`config.mk`:
```
export PLATFORM = sky130hd
export DESIGN_NAME = spi_cmd_master
export DESIGN_NICKNAME = d
export VERILOG_FILES = /design/src/rtl/spi_cmd_master.sv
export SDC_FILE = /design/constraint.sdc
export NUM_CORES = 1
export LEC_CHECK = 0
export ABC_AREA = 1
export CAP_MARGIN = 20
export CORE_AREA = 2 2 72 126
export DETAILED_ROUTE_END_ITERATION = 6
export DIE_AREA = 0 0 74 128
export GPL_TIMING_DRIVEN = 0
export SYNTH_ARGS = -nofsm -noshare
export SYNTH_HDL_FRONTEND = slang
export SYNTH_SLANG_ARGS = --single-unit
```
`constraint.sdc`:
```
create_clock -name clk -period 1.5 [get_ports clk]
set_input_delay 0.3 -clock clk [delete_from_list [all_inputs] [get_ports clk]]
set_output_delay 0.3 -clock clk [all_outputs]
set_load 0.005 [all_outputs]
```
`src/rtl/spi_cmd_master.sv`:
```
// SPI command master: opcode byte then LENGTH data bytes, LSB-first, mode-0 style SCK; optional nSS gap via SPI_CMD_MASTER_NSS_GAP_EN.
// Latency: SCK half-period CLK_DIV clk; no backpressure, tx_data must be valid the cycle after tx_req and start is dropped while busy.
module spi_cmd_master #(
    parameter int CLK_DIV    = 2,
    parameter int BYTE_WIDTH = 8
`ifdef SPI_CMD_MASTER_NSS_GAP_EN
    ,
    parameter int NSS_GAP_CYCLES = 4
`endif
) (
    input  logic                  clk,
    input  logic                  reset_n,
    input  logic                  start,
    input  logic [BYTE_WIDTH-1:0] opcode,
    input  logic [7:0]            length,
    input  logic [BYTE_WIDTH-1:0] tx_data,
    output logic                  tx_req,
    output logic [BYTE_WIDTH-1:0] rx_data,
    output logic                  rx_valid,
    output logic                  busy,
    output logic                  done,
    output logic                  spi_nss,
    output logic                  spi_sck,
    output logic                  spi_mosi,
    input  logic                  spi_miso
);

    localparam int BCW = (BYTE_WIDTH > 1) ? $clog2(BYTE_WIDTH) : 1;
    localparam logic [15:0]    DIV_LAST = 16'(CLK_DIV - 1);
    localparam logic [BCW-1:0] BIT_LAST = BCW'(BYTE_WIDTH - 1);

    localparam logic [2:0] ST_IDLE     = 3'd0;
    localparam logic [2:0] ST_SETUP    = 3'd1;
    localparam logic [2:0] ST_SCK_LO   = 3'd2;
    localparam logic [2:0] ST_SCK_HI   = 3'd3;
    localparam logic [2:0] ST_BYTE_END = 3'd4;
    localparam logic [2:0] ST_HOLD     = 3'd5;
`ifdef SPI_CMD_MASTER_NSS_GAP_EN
    localparam logic [2:0] ST_GAP      = 3'd6;
    localparam logic [15:0] GAP_LAST   = 16'(NSS_GAP_CYCLES - 1);
`endif

    logic [2:0]            state_q, state_d;
    logic [15:0]           timer_q, timer_d;
    logic [BCW-1:0]        bit_q, bit_d;
    logic [7:0]            rem_q, rem_d;
    logic [BYTE_WIDTH-1:0] tx_sr_q, tx_sr_d;
    logic [BYTE_WIDTH-1:0] rx_sr_q, rx_sr_d;
    logic [BYTE_WIDTH-1:0] rx_data_q, rx_data_d;
    logic                  rx_valid_q, rx_valid_d;
    logic                  done_q, done_d;
    logic                  load_q, load_d;

    logic                  timer_done;
    logic                  nss_int;
    logic [BYTE_WIDTH-1:0] rx_shift;

    assign timer_done = (timer_q == DIV_LAST);
    assign rx_shift   = {spi_miso, rx_sr_q[BYTE_WIDTH-1:1]};

    always_comb begin
        state_d    = state_q;
        timer_d    = timer_q;
        bit_d      = bit_q;
        rem_d      = rem_q;
        tx_sr_d    = tx_sr_q;
        rx_sr_d    = rx_sr_q;
        rx_data_d  = rx_data_q;
        rx_valid_d = 1'b0;
        done_d     = 1'b0;
        load_d     = 1'b0;

        // The requested data byte arrives during the first SCK_LO cycle of the next byte.
        if (load_q) begin
            tx_sr_d = tx_data;
        end

        case (state_q)
            ST_IDLE: begin
                if (start) begin
                    state_d = ST_SETUP;
                    tx_sr_d = opcode;
                    rem_d   = length;
                    bit_d   = '0;
                    timer_d = '0;
                end
            end
            ST_SETUP: begin
                if (timer_done) begin
                    state_d = ST_SCK_HI;
                    timer_d = '0;
                    rx_sr_d = rx_shift;
                end else begin
                    timer_d = timer_q + 16'd1;
                end
            end
            ST_SCK_HI: begin
                if (timer_done) begin
                    timer_d = '0;
                    if (bit_q != BIT_LAST) begin
                        state_d = ST_SCK_LO;
                        bit_d   = bit_q + BCW'(1);
                        tx_sr_d = tx_sr_q >> 1;
                    end else begin
                        state_d = ST_BYTE_END;
                        bit_d   = '0;
                    end
                end else begin
                    timer_d = timer_q + 16'd1;
                end
            end
            ST_SCK_LO: begin
                if (timer_done) begin
                    state_d = ST_SCK_HI;
                    timer_d = '0;
                    rx_sr_d = rx_shift;
                end else begin
                    timer_d = timer_q + 16'd1;
                end
            end
            ST_BYTE_END: begin
                rx_data_d  = rx_sr_q;
                rx_valid_d = 1'b1;
                timer_d    = '0;
                if (rem_q != 8'd0) begin
                    rem_d   = rem_q - 8'd1;
                    load_d  = 1'b1;
                    state_d = ST_SCK_LO;
                end else begin
                    state_d = ST_HOLD;
                end
            end
            ST_HOLD: begin
                if (timer_done) begin
                    done_d  = 1'b1;
                    timer_d = '0;
`ifdef SPI_CMD_MASTER_NSS_GAP_EN
                    state_d = ST_GAP;
`else
                    state_d = ST_IDLE;
`endif
                end else begin
                    timer_d = timer_q + 16'd1;
                end
            end
`ifdef SPI_CMD_MASTER_NSS_GAP_EN
            ST_GAP: begin
                if (timer_q == GAP_LAST) begin
                    state_d = ST_IDLE;
                    timer_d = '0;
                end else begin
                    timer_d = timer_q + 16'd1;
                end
            end
`endif
            default: begin
                state_d = ST_IDLE;
                timer_d = '0;
            end
        endcase
    end

    always_ff @(posedge clk or negedge reset_n) begin
        if (!reset_n) begin
            state_q    <= ST_IDLE;
            timer_q    <= '0;
            bit_q      <= '0;
            rem_q      <= '0;
            tx_sr_q    <= '0;
            rx_sr_q    <= '0;
            rx_data_q  <= '0;
            rx_valid_q <= 1'b0;
            done_q     <= 1'b0;
            load_q     <= 1'b0;
        end else begin
            state_q    <= state_d;
            timer_q    <= timer_d;
            bit_q      <= bit_d;
            rem_q      <= rem_d;
            tx_sr_q    <= tx_sr_d;
            rx_sr_q    <= rx_sr_d;
            rx_data_q  <= rx_data_d;
            rx_valid_q <= rx_valid_d;
            done_q     <= done_d;
            load_q     <= load_d;
        end
    end

`ifdef SPI_CMD_MASTER_NSS_GAP_EN
    assign nss_int = (state_q == ST_IDLE) || (state_q == ST_GAP);
`else
    assign nss_int = (state_q == ST_IDLE);
`endif

    // Bypass the shift register while the fresh byte is still only on tx_data.
    assign spi_mosi = nss_int ? 1'b0 : (load_q ? tx_data[0] : tx_sr_q[0]);
    assign spi_nss  = nss_int;
    assign spi_sck  = (state_q == ST_SCK_HI);
    assign busy     = (state_q != ST_IDLE);
    assign done     = done_q;
    assign tx_req   = (state_q == ST_BYTE_END) && (rem_q != 8'd0);
    assign rx_data  = rx_data_q;
    assign rx_valid = rx_valid_q;

endmodule
```
==> flow_summary.toml, run 1 <==
[run_status]
outcome = "complete, but fails checks"
violations = "negative setup slack"

[synth]
yosys_warnings = 0
synth_seq_cells = 57
synth_area_sq_um = 3320
synth_nets = 484
synth_cell_type_count = 34
yosysSeqAreaShare_pct = 43.0
synthCells = 451
avgSynthCellArea_sq_um = 7.35

[timing]
finalClockSkew_ns = 0.00446
fmax_mhz = 577
hold_violations = 0
rsz0062_at_grt = "true"
setup_viol = 35
fin_crit_ns = 1.73
post-route-period-util_pct = 116
slew_viol_final = 0
worst_pin_slew_ns = 0.855
setup_slack_ns = -0.234
slew_headroom_pct = 43.0

[grt]
grt_max_degree = 36
grt_pass1_wl_mm = 14.6
grt_pass1_vias = 3229
antenna_found_initial = 0
grt_overflow_total = 0
grt_util_all_layers_pct = 20.2

[cts]
htreeDepth = 3
cts_root_buffer = "clkbuf_16"
cts_tree = "yes"
clk_latency_ns = 0.33
max-clock-path-buffers = 2
cts_sinks = 57
clk_pin_slew_ns = 0.05
cts_buffers = 9

[detailed_routing]
drt-total-wl_mm = 9.19
viasPerCell = 4.81
vias = 3220
avgRoutedWirePerCell_microns = 13.7
drtIter0Drc = 115
drc = 0
drt_first_pass_iters = 4
antenna_left = 0

[place]
port_buffers = 42
place_ws_ns = -0.564
gp_congestion = 0.908
dpl.hpwl_mm = 5.81
dp_cells = 611

[pwr]
vdd_drop_max_uv = 535
powerDensity_nw_per_um2 = 792
leakagePower_nw = 2.46

[critical_path]
end_kind = "primary output"
r2r-start = "state_q[1]"
worst-r2r-cell-count = 10
r2r_end = "rx_sr_q[6]"
worstPathRequired_ns = 1.20
critical_path.max_fanout = 5
cp-start-kind = "flop"
reg2reg_slack_ns = -0.09
critical_path_arrival_ns = 1.43
path_class = "flop to primary output"

[layout]
final_cells = 669
layout-drive-gt1-share_pct = 33.5
multiInputGateArea_sq_um = 1940
ff_latch_area_sq_um = 1430
diodes = 0
nets = 580
nFillCells = 752
area_growth_pct = 51.8
final_cell_mix = "nand2_1, dfrtp_1, inv_1, nor2_1, nand3_1"
mostFrequentLayoutCell = "nand2_1"

[run]
drv_cap = 0

[floorplanning]
row_count = 45
die-area_sq_um = 9470
core_sq_um = 8500
initial_utilization_pct = 39.0
io_pins = 43
die_h_microns = 128
die_w_microns = 74

[min_path]
hold_class = "input port to async pin"
[flip-flops by register name, summed over array words and instances (netlist names)]
name and flops:
rx_data 8, bit_q 3, load_q 1, state_q 3, done 1, tx_sr_q 8, rx_valid 1, timer_q 16
rem_q 8, rx_sr_q 8
[metrics by stage]
stage,total power (W),setup TNS [ns],utilization (%),hold WS [ns],instance area (sq um)
global placement,0.00180,-110.21,45.7,0.457,3880
detailed placement,0.00181,-5.74,45.8,0.459,3900
floorplan,0.00166,0,-,0.00441,3320
global route,0.00416,-4.89,59.2,0.141,5030
finish,0.00399,-1.96,59.2,0.0823,5030
CTS,0.00404,-1.13,54.8,0.103,4660
[report_power, final]
group	internal, W	switching, W
logic	0.000115	0.0000921
registers	0.00157	0.0000183
clock network	0.00145	0.000743
[synthesized netlist by cell type]
| master | n | share of area, % |
|---|---|---|
| nor2_4 | 4 | 1.4 |
| inv_4 | 1 | 0.19 |
| o22ai_1 | 2 | 0.38 |
| or2_2 | 3 | 0.57 |
| nor2_1 | 53 | 6.0 |
| clkbuf_1 | 2 | 0.23 |
| nor2_8 | 1 | 0.60 |
| inv_1 | 50 | 5.7 |
| nand4_1 | 5 | 0.94 |
| buf_4 | 2 | 0.45 |
| mux2_2 | 1 | 0.34 |
| xor2_1 | 3 | 0.79 |
| ha_1 | 5 | 1.9 |
| o211ai_2 | 1 | 0.38 |
| nand2_1 | 137 | 16 |
| o21ai_0 | 25 | 3.8 |
| nor3_1 | 1 | 0.15 |
| nand3_1 | 40 | 6.0 |
| o21bai_1 | 1 | 0.23 |
| nand3_2 | 3 | 0.91 |
| buf_2 | 3 | 0.45 |
| a21oi_1 | 1 | 0.15 |
| and2_1 | 1 | 0.19 |
| nand2_2 | 8 | 1.5 |
| a21boi_0 | 1 | 0.23 |
| nand3b_1 | 1 | 0.23 |
| dfrtp_1 | 57 | 43 |
| nand2_4 | 2 | 0.68 |
| o21ai_2 | 7 | 1.8 |
| buf_6 | 5 | 1.7 |
| o21ai_1 | 13 | 2.0 |
| or2_0 | 1 | 0.19 |
| inv_2 | 8 | 0.91 |
| nor2_2 | 3 | 0.57 |
[how the worst max path moves through the flow]
stage	endpoint	slack, ns	start
6_report	tx_req	-0.23	state_q[1]
5_1_grt	tx_req	-0.29	state_q[1]
4_1_cts	tx_req	-0.21	rem_q[0]
3_5_place_dp	tx_req	-0.56	rem_q[0]
3_3_place_gp	timer_q[2]	-1.85	reset_n
2_1_floorplan	rx_sr_q[5]	0.04	timer_q[1]
[area by class of cell]
cell class / instances / area share, %
Multi-Input combinational cell: 323 / 38.5
Sequential cell: 57 / 28.4
Timing Repair Buffer: 85 / 16.9
Inverter: 59 / 4.77
Clock buffer: 9 / 4.47
Tap cell: 117 / 2.91
Buffer: 12 / 2.19
Clock inverter: 7 / 1.86
[logic make-up after synthesis]
kind of cell	after synthesis	synth area share, %
AOI/OAI and AO/OA	51	8.94
muxes	1	0.340
and+or+nand+nor	263	35.4
xor gates and xnor gates	3	0.793
buffers and inverters	71	9.58
adders and majority gates	5	1.89
DFF	57	43.0
[worst max-delay path, cell delays in order (launching register included)]
cell	delay, ns
dfrtp_2	0.44
nor2_4	0.14
buf_4	0.12
nand2_2	0.08
inv_4	0.10
nand2_4	0.06
inv_2	0.06
buf_2	0.10
[metal layers]
| metal | up-vias | part of all wire [%] | global-route usage (%) | wire (microns) |
|---|---|---|---|---|
| li1 | 1618 | - | - | - |
| met1 | 1515 | 37 | 21.6 | 3370 |
| met2 | 65 | 57 | 36.4 | 5210 |
| met3 | 22 | 3.3 | 4.48 | 303 |
| met4 | 0 | 3.4 | 9.20 | 308 |
| met5 | - | 0 | 0 | 0 |
[repair_timing]
| item | in CTS | in global routing |
|---|---|---|
| pin swaps | 14 | 16 |
| gates cloned | 1 | 1 |
| setup buffers | 29 | 13 |
| hold buffers | 0 | 0 |
| hold endpoints to repair | 0 | 0 |
| setup endpoints to repair | 40 | 57 |
| gates resized for setup | 90 | 72 |
Note: power is estimated with default switching activity, not from simulation.
==> run 2: changes to the inputs <==
- ABC_AREA: 1 -> unset
- CORE_AREA: 2 2 72 126 -> 2 2 68 119
- DIE_AREA: 0 0 74 128 -> 0 0 70 121
==> flow_summary.toml, run 2 <==
[layout]
final_cells = 507
largest_register_ffs = 16
mostFrequentLayoutCell = "dfrtp_1"
area_growth_pct = 61.0
diodes = 0
nets = 447
final_cell_mix = "dfrtp_1, buf_4, clkdlybuf4s50_1, nand2_1, buf_6"
layout-drive-gt1-share_pct = 39.4
regMostFlops = "timer_q"

[detailed_routing]
met1_length_mm = 3.20
met3RoutedLength_microns = 355
antenna_left = 0
top_layer = "met4"
vias = 2751
wl_met2_mm = 4.85
drtIter0Drc = 141
drt_first_pass_iters = 4
drt-total-wl_mm = 8.70
viasPerCell = 5.43
avgRoutedWirePerCell_microns = 17.2
drc = 0

[place]
place_ws_ns = -0.798
dp_cells = 439
port_buffers = 42
gp_congestion = 0.780
dpl.hpwl_mm = 5.22

[synth]
synth_seq_cells = 57
avgSynthCellArea_sq_um = 9.57
synth_area_sq_um = 2950
synth_cell_type_count = 49
ys_async_sr_fraction_pct = 100
synth_nets = 341
synth_top_area_share_pct = 48.4
synthFlopType = "dfrtp_1"
synth_common_cells = "dfrtp_1, nand2_1, o21ai_0"
yosysSeqAreaShare_pct = 48.4
yosys_warnings = 0
synthTopCellsByArea = "dfrtp_1, o21ai_0, nand2_1, mux2_4, mux2i_1"
synth_edf_count = 0
synthCells = 308
post-synth-top-count-cell = "dfrtp_1"
synth_area_leader_cell = "dfrtp_1"

[timing]
slew_headroom_pct = 58.4
hold_ws_ns = -0.0137
setup_viol = 60
rsz0062_at_grt = "true"
hold_violations = 25
slew_viol_final = 0
fin_crit_ns = 1.95
fmax_mhz = 512
post-route-period-util_pct = 130
worst_pin_slew_ns = 0.624
finalClockSkew_ns = 0.00559
setup_slack_ns = -0.453

[cts]
cts_sinks = 57
cts_root_buffer = "clkbuf_16"
clk_pin_slew_ns = 0.05
cts_tree = "yes"
hold_buffers = 0
max-clock-path-buffers = 2
cts_buffers = 9
clk_latency_ns = 0.33
htreeDepth = 3

[critical_path]
end_kind = "flop"
max_stage_delay_ns = 0.50
path_delay_family = "simple AND/OR/NAND/NOR gates"
r2r-start = "timer_q[10]"
worstPathRequired_ns = 1.72
critical_path.max_fanout = 8
path_cells = "nor4_4, nand4_4, or3_4, mux2_4"
crit_start = "timer_q[10]"
critical_path_arrival_ns = 2.17
path_class = "flop to flop"
crit_buf_inv = 0
cpMaxStageDelayCell = "or3_4"
cp.depth = 4
cp-start-kind = "flop"
worst-r2r-cell-count = 4

[pwr]
p_total_w = 0.00700
switching_share_pct = 32.9
combPwrFrac_pct = 35.0
power_frac_seq_pct = 34.2
leakagePower_nw = 2.31
p_clk_share_pct = 30.8
switchingPower_w = 0.00230
intPower_w = 0.00470
vdd_drop_max_uv = 986
powerDensity_nw_per_um2 = 1470

[grt]
grt_overflow_total = 0
grt_pass1_wl_mm = 14.2
grt_util_all_layers_pct = 21.3
grt_pass1_vias = 2986
antenna_found_initial = 0
grt_max_degree = 33

[run_status]
outcome = "complete, but fails checks"
violations = "negative hold slack, negative setup slack"

[floorplanning]
die_h_microns = 121
row_count = 42
io_pins = 43
die-area_sq_um = 8470
core_sq_um = 7460
die_w_microns = 70
initial_utilization_pct = 39.5

[min_path]
hold_class = "input port to async pin"

[run]
drv_cap = 0
run 2: cell count changes after synthesis, moves of 9 or more:
cell / before / now
nand3_1: 40 / 5
nor2_1: 53 / 25
and3_1: 0 / 9
o21ai_1: 13 / 1
mux2i_1: 0 / 10
nand2_1: 137 / 43
inv_1: 50 / 11
a21oi_1: 1 / 17
run 2: layout make-up:
class                   count  area [sq um]
plain buffers              10           105
well taps                  88           110
flip-flops and latches     57          1430
fillers                   579          2720
repair buffers             99           963
clock inverters             6          82.6
inverters                  11          47.5
multi-input cells         226          1770
clock buffers              10           229
run 2: cells by family after synthesis:
group                      share of synthesized area (%)
AOI/OAI and AO/OA                                   14.8
and+or+nand+nor                                     20.9
muxes                                               7.47
xor gates and xnor gates                            2.67
adders and majority gates                           2.12
DFF                                                 48.4
buffers and inverters                               3.61
run 2: final timing paths:
kind	slack (ns)	to
worst max register to register	-0.45	rx_sr_q[3]
worst min-delay path	-0.01	timer_q[6]
min in group clk	0.46	rx_data[1]
worst min register to register	0.46	rx_data[1]
worst max-delay path	-0.45	rx_sr_q[3]
max in group asynchronous	0.91	timer_q[10]
run 2: metrics by stage:
stage          utilization [%]  area (sq um)  setup TNS (ns)
3_5_place_dp              48.4          3610          -28.02
3_3_place_gp              48.2          3600         -128.04
4_1_cts                   59.3          4420          -14.76
5_1_grt                   63.6          4740          -21.41
6_report                  63.6          4740          -16.46
2_1_floorplan                -          3070           -6.83
run 2: power groups by stage:
| stage | clock network [W] | registers [W] | logic [W] |
|---|---|---|---|
| 3_3_place_gp | 0 | 0.00238 | 0.00149 |
| 3_5_place_dp | 0 | 0.00240 | 0.00154 |
| 2_1_floorplan | 0 | 0.00229 | 0.00114 |
| 4_1_cts | 0.00220 | 0.00234 | 0.00218 |
| 5_1_grt | 0.00225 | 0.00244 | 0.00266 |
| 6_report | 0.00216 | 0.00239 | 0.00245 |
run 2: worst register-to-register path, stage by stage, from the launching register on:
cell,delay (ns)
dfrtp_2,0.47
nor4_4,0.37
nand4_4,0.17
or3_4,0.50
mux2_4,0.33
run 2: timing repair:
item	in CTS	in global routing
setup buffers	39	14
pin swaps	18	22
setup endpoints to repair	62	67
cloned	2	2
resized for setup	106	54
run 2: metal layers:
metal | global-route usage, % | vias to the layer above
li1 | - | 1306
met1 | 23.6 | 1352
met2 | 37.6 | 68
met3 | 4.98 | 25
met4 | 10.7 | 0
met5 | 0 | -
==> run 3: changes to the inputs <==
- clock period: 1.5 -> 1.7 ns (I/O delays scaled with it)
==> flow_summary.toml, run 3 (synthesis results as in run 2) <==
[pwr]
vdd_drop_max_uv = 980
leakagePower_nw = 1.98
powerDensity_nw_per_um2 = 1340

[cts]
clk_latency_ns = 0.33
max-clock-path-buffers = 2
htreeDepth = 3
hold_buffers = 0
cts_root_buffer = "clkbuf_16"
cts_sinks = 57
cts_tree = "yes"
clk_pin_slew_ns = 0.05
cts_buffers = 9

[timing]
fmax_mhz = 524
finalClockSkew_ns = 0.00224
hold_violations = 0
setup_viol = 40
slew_viol_final = 0
fin_crit_ns = 1.91
post-route-period-util_pct = 112
worst_pin_slew_ns = 0.716
rsz0062_at_grt = "true"
setup_slack_ns = -0.210
slew_headroom_pct = 52.2

[floorplanning]
io_pins = 43
die_w_microns = 70
row_count = 42
die_h_microns = 121
initial_utilization_pct = 39.5
core_sq_um = 7460
die-area_sq_um = 8470

[critical_path]
worstPathRequired_ns = 1.91
path_class = "flop to flop"
cp-start-kind = "flop"
end_kind = "flop"
max_stage_delay_ns = 0.47
critical_path_arrival_ns = 2.12
path_cells = "nor4_4, nand4_4, or3_4, mux2_4"
worst-r2r-cell-count = 4
cpMaxStageDelayCell = "dfrtp_1"
critical_path.max_fanout = 8

[detailed_routing]
avgRoutedWirePerCell_microns = 16.4
drc = 0
viasPerCell = 5.42
vias = 2683
drtIter0Drc = 91
antenna_left = 0
drt-total-wl_mm = 8.10
drt_first_pass_iters = 4

[layout]
diodes = 0
final_cells = 495
nFillCells = 636
ff_latch_area_sq_um = 1430
mostFrequentLayoutCell = "dfrtp_1"
nets = 435
multiInputGateArea_sq_um = 1660
layout-drive-gt1-share_pct = 33.2
largest_register_ffs = 16
final_cell_mix = "dfrtp_1, nand2_1, clkdlybuf4s50_1, buf_4, nor2_1"
regMostFlops = "timer_q"
area_growth_pct = 50.4

[place]
dp_cells = 439
dpl.hpwl_mm = 5.13
place_ws_ns = -0.566
port_buffers = 42
gp_congestion = 0.828

[run_status]
outcome = "complete, but fails checks"
violations = "negative setup slack"

[grt]
grt_max_degree = 31
grt_pass1_vias = 2795
antenna_found_initial = 0
grt_overflow_total = 0
grt_util_all_layers_pct = 19.8
grt_pass1_wl_mm = 13.1

[run]
drv_cap = 0

[min_path]
hold_class = "input port to async pin"
==> run 3: critical path, delay by kind of cell (launching register included) <==
family | cells | cell delay, ns
mux | 1 | 0.32
flops | 1 | 0.47
simple gates | 3 | 1.00
==> run 3: path summary, 6_finish.rpt <==
check	slack, ns	from	endpoint
min	0.06	reset_n	timer_q[6]
min reg2reg	0.47	rx_data[1]	rx_data[1]
max in group asynchronous	1.03	reset_n	timer_q[2]
max	-0.21	timer_q[10]	rx_sr_q[7]
min in group clk	0.47	rx_data[1]	rx_data[1]
max reg2reg	-0.21	timer_q[10]	rx_sr_q[7]
==> run 3: through the flow <==
| step | instance area (sq um) | setup TNS, ns | total power, W | util (%) | hold WS [ns] |
|---|---|---|---|---|---|
| after floorplan | 2970 | -1.70 | 0.00292 | - | 0.0444 |
| after global placement | 3500 | -112.71 | 0.00331 | 46.9 | 0.460 |
| after detailed placement | 3520 | -19.49 | 0.00336 | 47.1 | 0.445 |
| after CTS | 4220 | -4.37 | 0.00557 | 56.5 | 0.0906 |
| after global routing | 4430 | -7.76 | 0.00624 | 59.4 | 0.141 |
| final | 4430 | -3.99 | 0.00593 | 59.4 | 0.0590 |
==> run 3: cell type report <==
type | count | area share [%]
buffer | 11 | 2.06
inverter | 11 | 1.07
clock buffer | 9 | 5.08
clock inverter | 7 | 1.61
multi-input combinational | 226 | 37.5
sequential | 57 | 32.3
timing repair buffer | 86 | 17.9
tap | 88 | 2.48
==> run 3: what timing repair did <==
action	CTS	global route
cloned	1	0
setup buffers	30	12
pin swaps	10	17
endpoints found under the setup margin	59	49
gates resized for setup	76	64
==> run 3: where the power goes <==
part	switching, W	leakage (nW)	internal (W)
sequential	0.000375	0.746	0.00172
combinational	0.000934	1.10	0.00111
clock	0.000667	0.137	0.00113
total	0.00198	1.98	0.00395
==> run 3: layer usage <==
metal,track usage [%],wire (microns)
met5,0,0
met4,8.53,231
met2,36.5,4450
met3,5.48,409
met1,20.7,3010
==> edit, RTL diff (config.mk and constraints of run 1) <==
The output `rx_valid` loses its register stage (`rx_valid_q` becomes a continuous assignment).
--- a/src/rtl/spi_cmd_master.sv
+++ b/src/rtl/spi_cmd_master.sv
@@ -169,7 +169,6 @@
             tx_sr_q    <= '0;
             rx_sr_q    <= '0;
             rx_data_q  <= '0;
-            rx_valid_q <= 1'b0;
             done_q     <= 1'b0;
             load_q     <= 1'b0;
         end else begin
@@ -180,11 +179,12 @@
             tx_sr_q    <= tx_sr_d;
             rx_sr_q    <= rx_sr_d;
             rx_data_q  <= rx_data_d;
-            rx_valid_q <= rx_valid_d;
             done_q     <= done_d;
             load_q     <= load_d;
         end
     end
+
+    assign rx_valid_q = rx_valid_d;
 
 `ifdef SPI_CMD_MASTER_NSS_GAP_EN
     assign nss_int = (state_q == ST_IDLE) || (state_q == ST_GAP);
Check against the original RTL: same outputs for any inputs over 10 cycles, from zero or initial values and one cycle with reset_n low; that may be too few to reach the edited logic, so the function may still have changed.
==> edit against run 1 <==
  * The flow still finishes with violations (negative setup slack)
  * Via count fell by 1.2%
  * Synthesized area fell by 0.75%
  * Maximum frequency rose by 2.0%
  * First-iteration DRC count rose by 55%
  * Wire length fell by 5.0%
  * Worst setup slack improved by 0.033 ns
  * Cell area fell by 3.4%
  * Utilization fell by 2.0 points
  * Total power fell by 23%
  * Clock skew rose by 0.0019 ns
  * Sequential cell count fell by 1
  * Critical path type unchanged
  * Critical endpoint unchanged
==> edit: results (changes against run 1) <==
Syn nets: 483 (-0.21%)
Syn Inst Count: 450 (-0.22%)
WL met2: 4.970 mm (-4.6%)
DRT Wirelength: 8.734 mm (-5.0%)
Outcome: complete, but fails checks
Failing checks: negative setup slack
Leakage: 2.369 nW (-3.6%)
Num CTS Buffers: 5 (-4)
Clk_lat worst skew: 0.30 ns (-0.03 ns)
Vias: 3,182 (-1.2%)
Top Family by Delay on Critical Path: simple AND/OR/NAND/NOR gates
Least-Margin Pin Slew: 0.5043 ns (-0.3508 ns)
Reg2reg start: rem_q[5]$_DFFE_PN0P_
Gr usage total: 0.1883 (-0.01366)
FF-to-FF setup slack: -0.13 ns (-0.04 ns)
Largest net degree at the start of global routing: 38 (+5.6%)
Top post-synthesis cells by count: nand2_1 (137), dfrtp_1 (56), nor2_1 (53)
Worst hold slack: 0.4833 ns (+0.4010 ns)
Placed Cells: 610 (-0.16%)
Final setup fails: 32 (-8.6%)
DPL Wire Length: 5.835 mm (+0.50%)
Metal3 WL: 195 µm (-36%)
First-pass GRT wire length: 14.01 mm (-4.0%)
Slowest CP cell: dfrtp_1
WP data arrival: 1.40 ns (-0.03 ns)
Final clock skew: 0.006347 ns (+0.001883 ns)
Fraction of the yosys area taken by sequential cells: 0.4259 (-0.004333)
Nets@finish: 581 (+0.17%)
Worst VDD drop: 0.0005051 V (-5.5%)
Placement Cell Area: 3872 µm² (-0.64%)
Setup WS post-layout: -0.2008 ns (+0.03334 ns)
Gp weighted congestion: 0.8329 (-8.3%)
edit: changes by cell type after synthesis, sizes merged:
| cell | delta |
|---|---|
| dfrtp | -1 |
edit: cells by family (layout without fill, tap and decap cells):
group                    Yosys count  count (layout)  share of synthesized area
AND/OR/NAND/NOR                  263             263                     0.3570
buffers and inverters             71             170                    0.09658
flip-flops                        56              56                     0.4259
AO/OA/AOI/OAI                     51              51                    0.09011
adder cells (fa/ha/maj)            5               5                    0.01901
XOR/XNOR                           3               3                   0.007986
multiplexers                       1               1                   0.003422
edit: final cells by class:
| cell class | count | area [µm²] |
|---|---|---|
| fillers | 768 | 3638 |
| repair buffers | 92 | 890.9 |
| clock buffers | 6 | 128.9 |
| well taps | 117 | 146.4 |
| inverters | 59 | 236.5 |
| clock inverters | 2 | 35.03 |
| flip-flops and latches | 56 | 1406 |
| multi-input cells | 323 | 1916 |
| plain buffers | 11 | 103.9 |
edit: power by group:
part,leakage (nW),internal [mW],switching (mW)
registers,0.702,1.54,0.0174
logic,1.59,0.118,0.0895
clock network,0.0808,0.787,0.530
edit: per-layer routing:
layer	vias to the layer above	track usage
met1	1521	0.1946
li1	1603	-
met2	45	0.3703
met3	13	0.02280
met5	-	0
met4	0	0.06417
edit: path summary, 6_finish.rpt:
kind / end / cells after the start
worst min register to register: bit_q[1]$_DFFE_PN0P_ / 2
worst min-delay path: bit_q[1]$_DFFE_PN0P_ / 2
min in group asynchronous: rx_data[2]$_DFFE_PN0P_ / 2
worst max-delay path: tx_req / 7
worst max register to register: rem_q[7]$_DFFE_PN0P_ / 11
max in group asynchronous: state_q[1]$_DFFE_PN0P_ / 3
edit: repair_timing:
item / CTS / global route
gates cloned: 1 / 1
setup buffers: 35 / 13
hold buffers: 1 / 0
resized for setup: 101 / 56
hold endpoints to repair: 19 / 0
pin swaps: 20 / 21
setup endpoints to repair: 38 / 50
edit: per-stage QoR:
| stage | setup TNS [ns] | setup slack (ns) |
|---|---|---|
| after floorplan | 0 | 0.03913 |
| after global placement | -102.19 | -1.743 |
| after detailed placement | -5.383 | -0.5318 |
| after CTS | -1.200 | -0.1674 |
| after global routing | -4.358 | -0.2575 |
| final | -2.222 | -0.2008 |
edit: worst min-delay path, cell delays in order, from the launching register on:
cell and delay, ns:
dfrtp_1 0.35, nand2_1 0.06, nand2_1 0.05
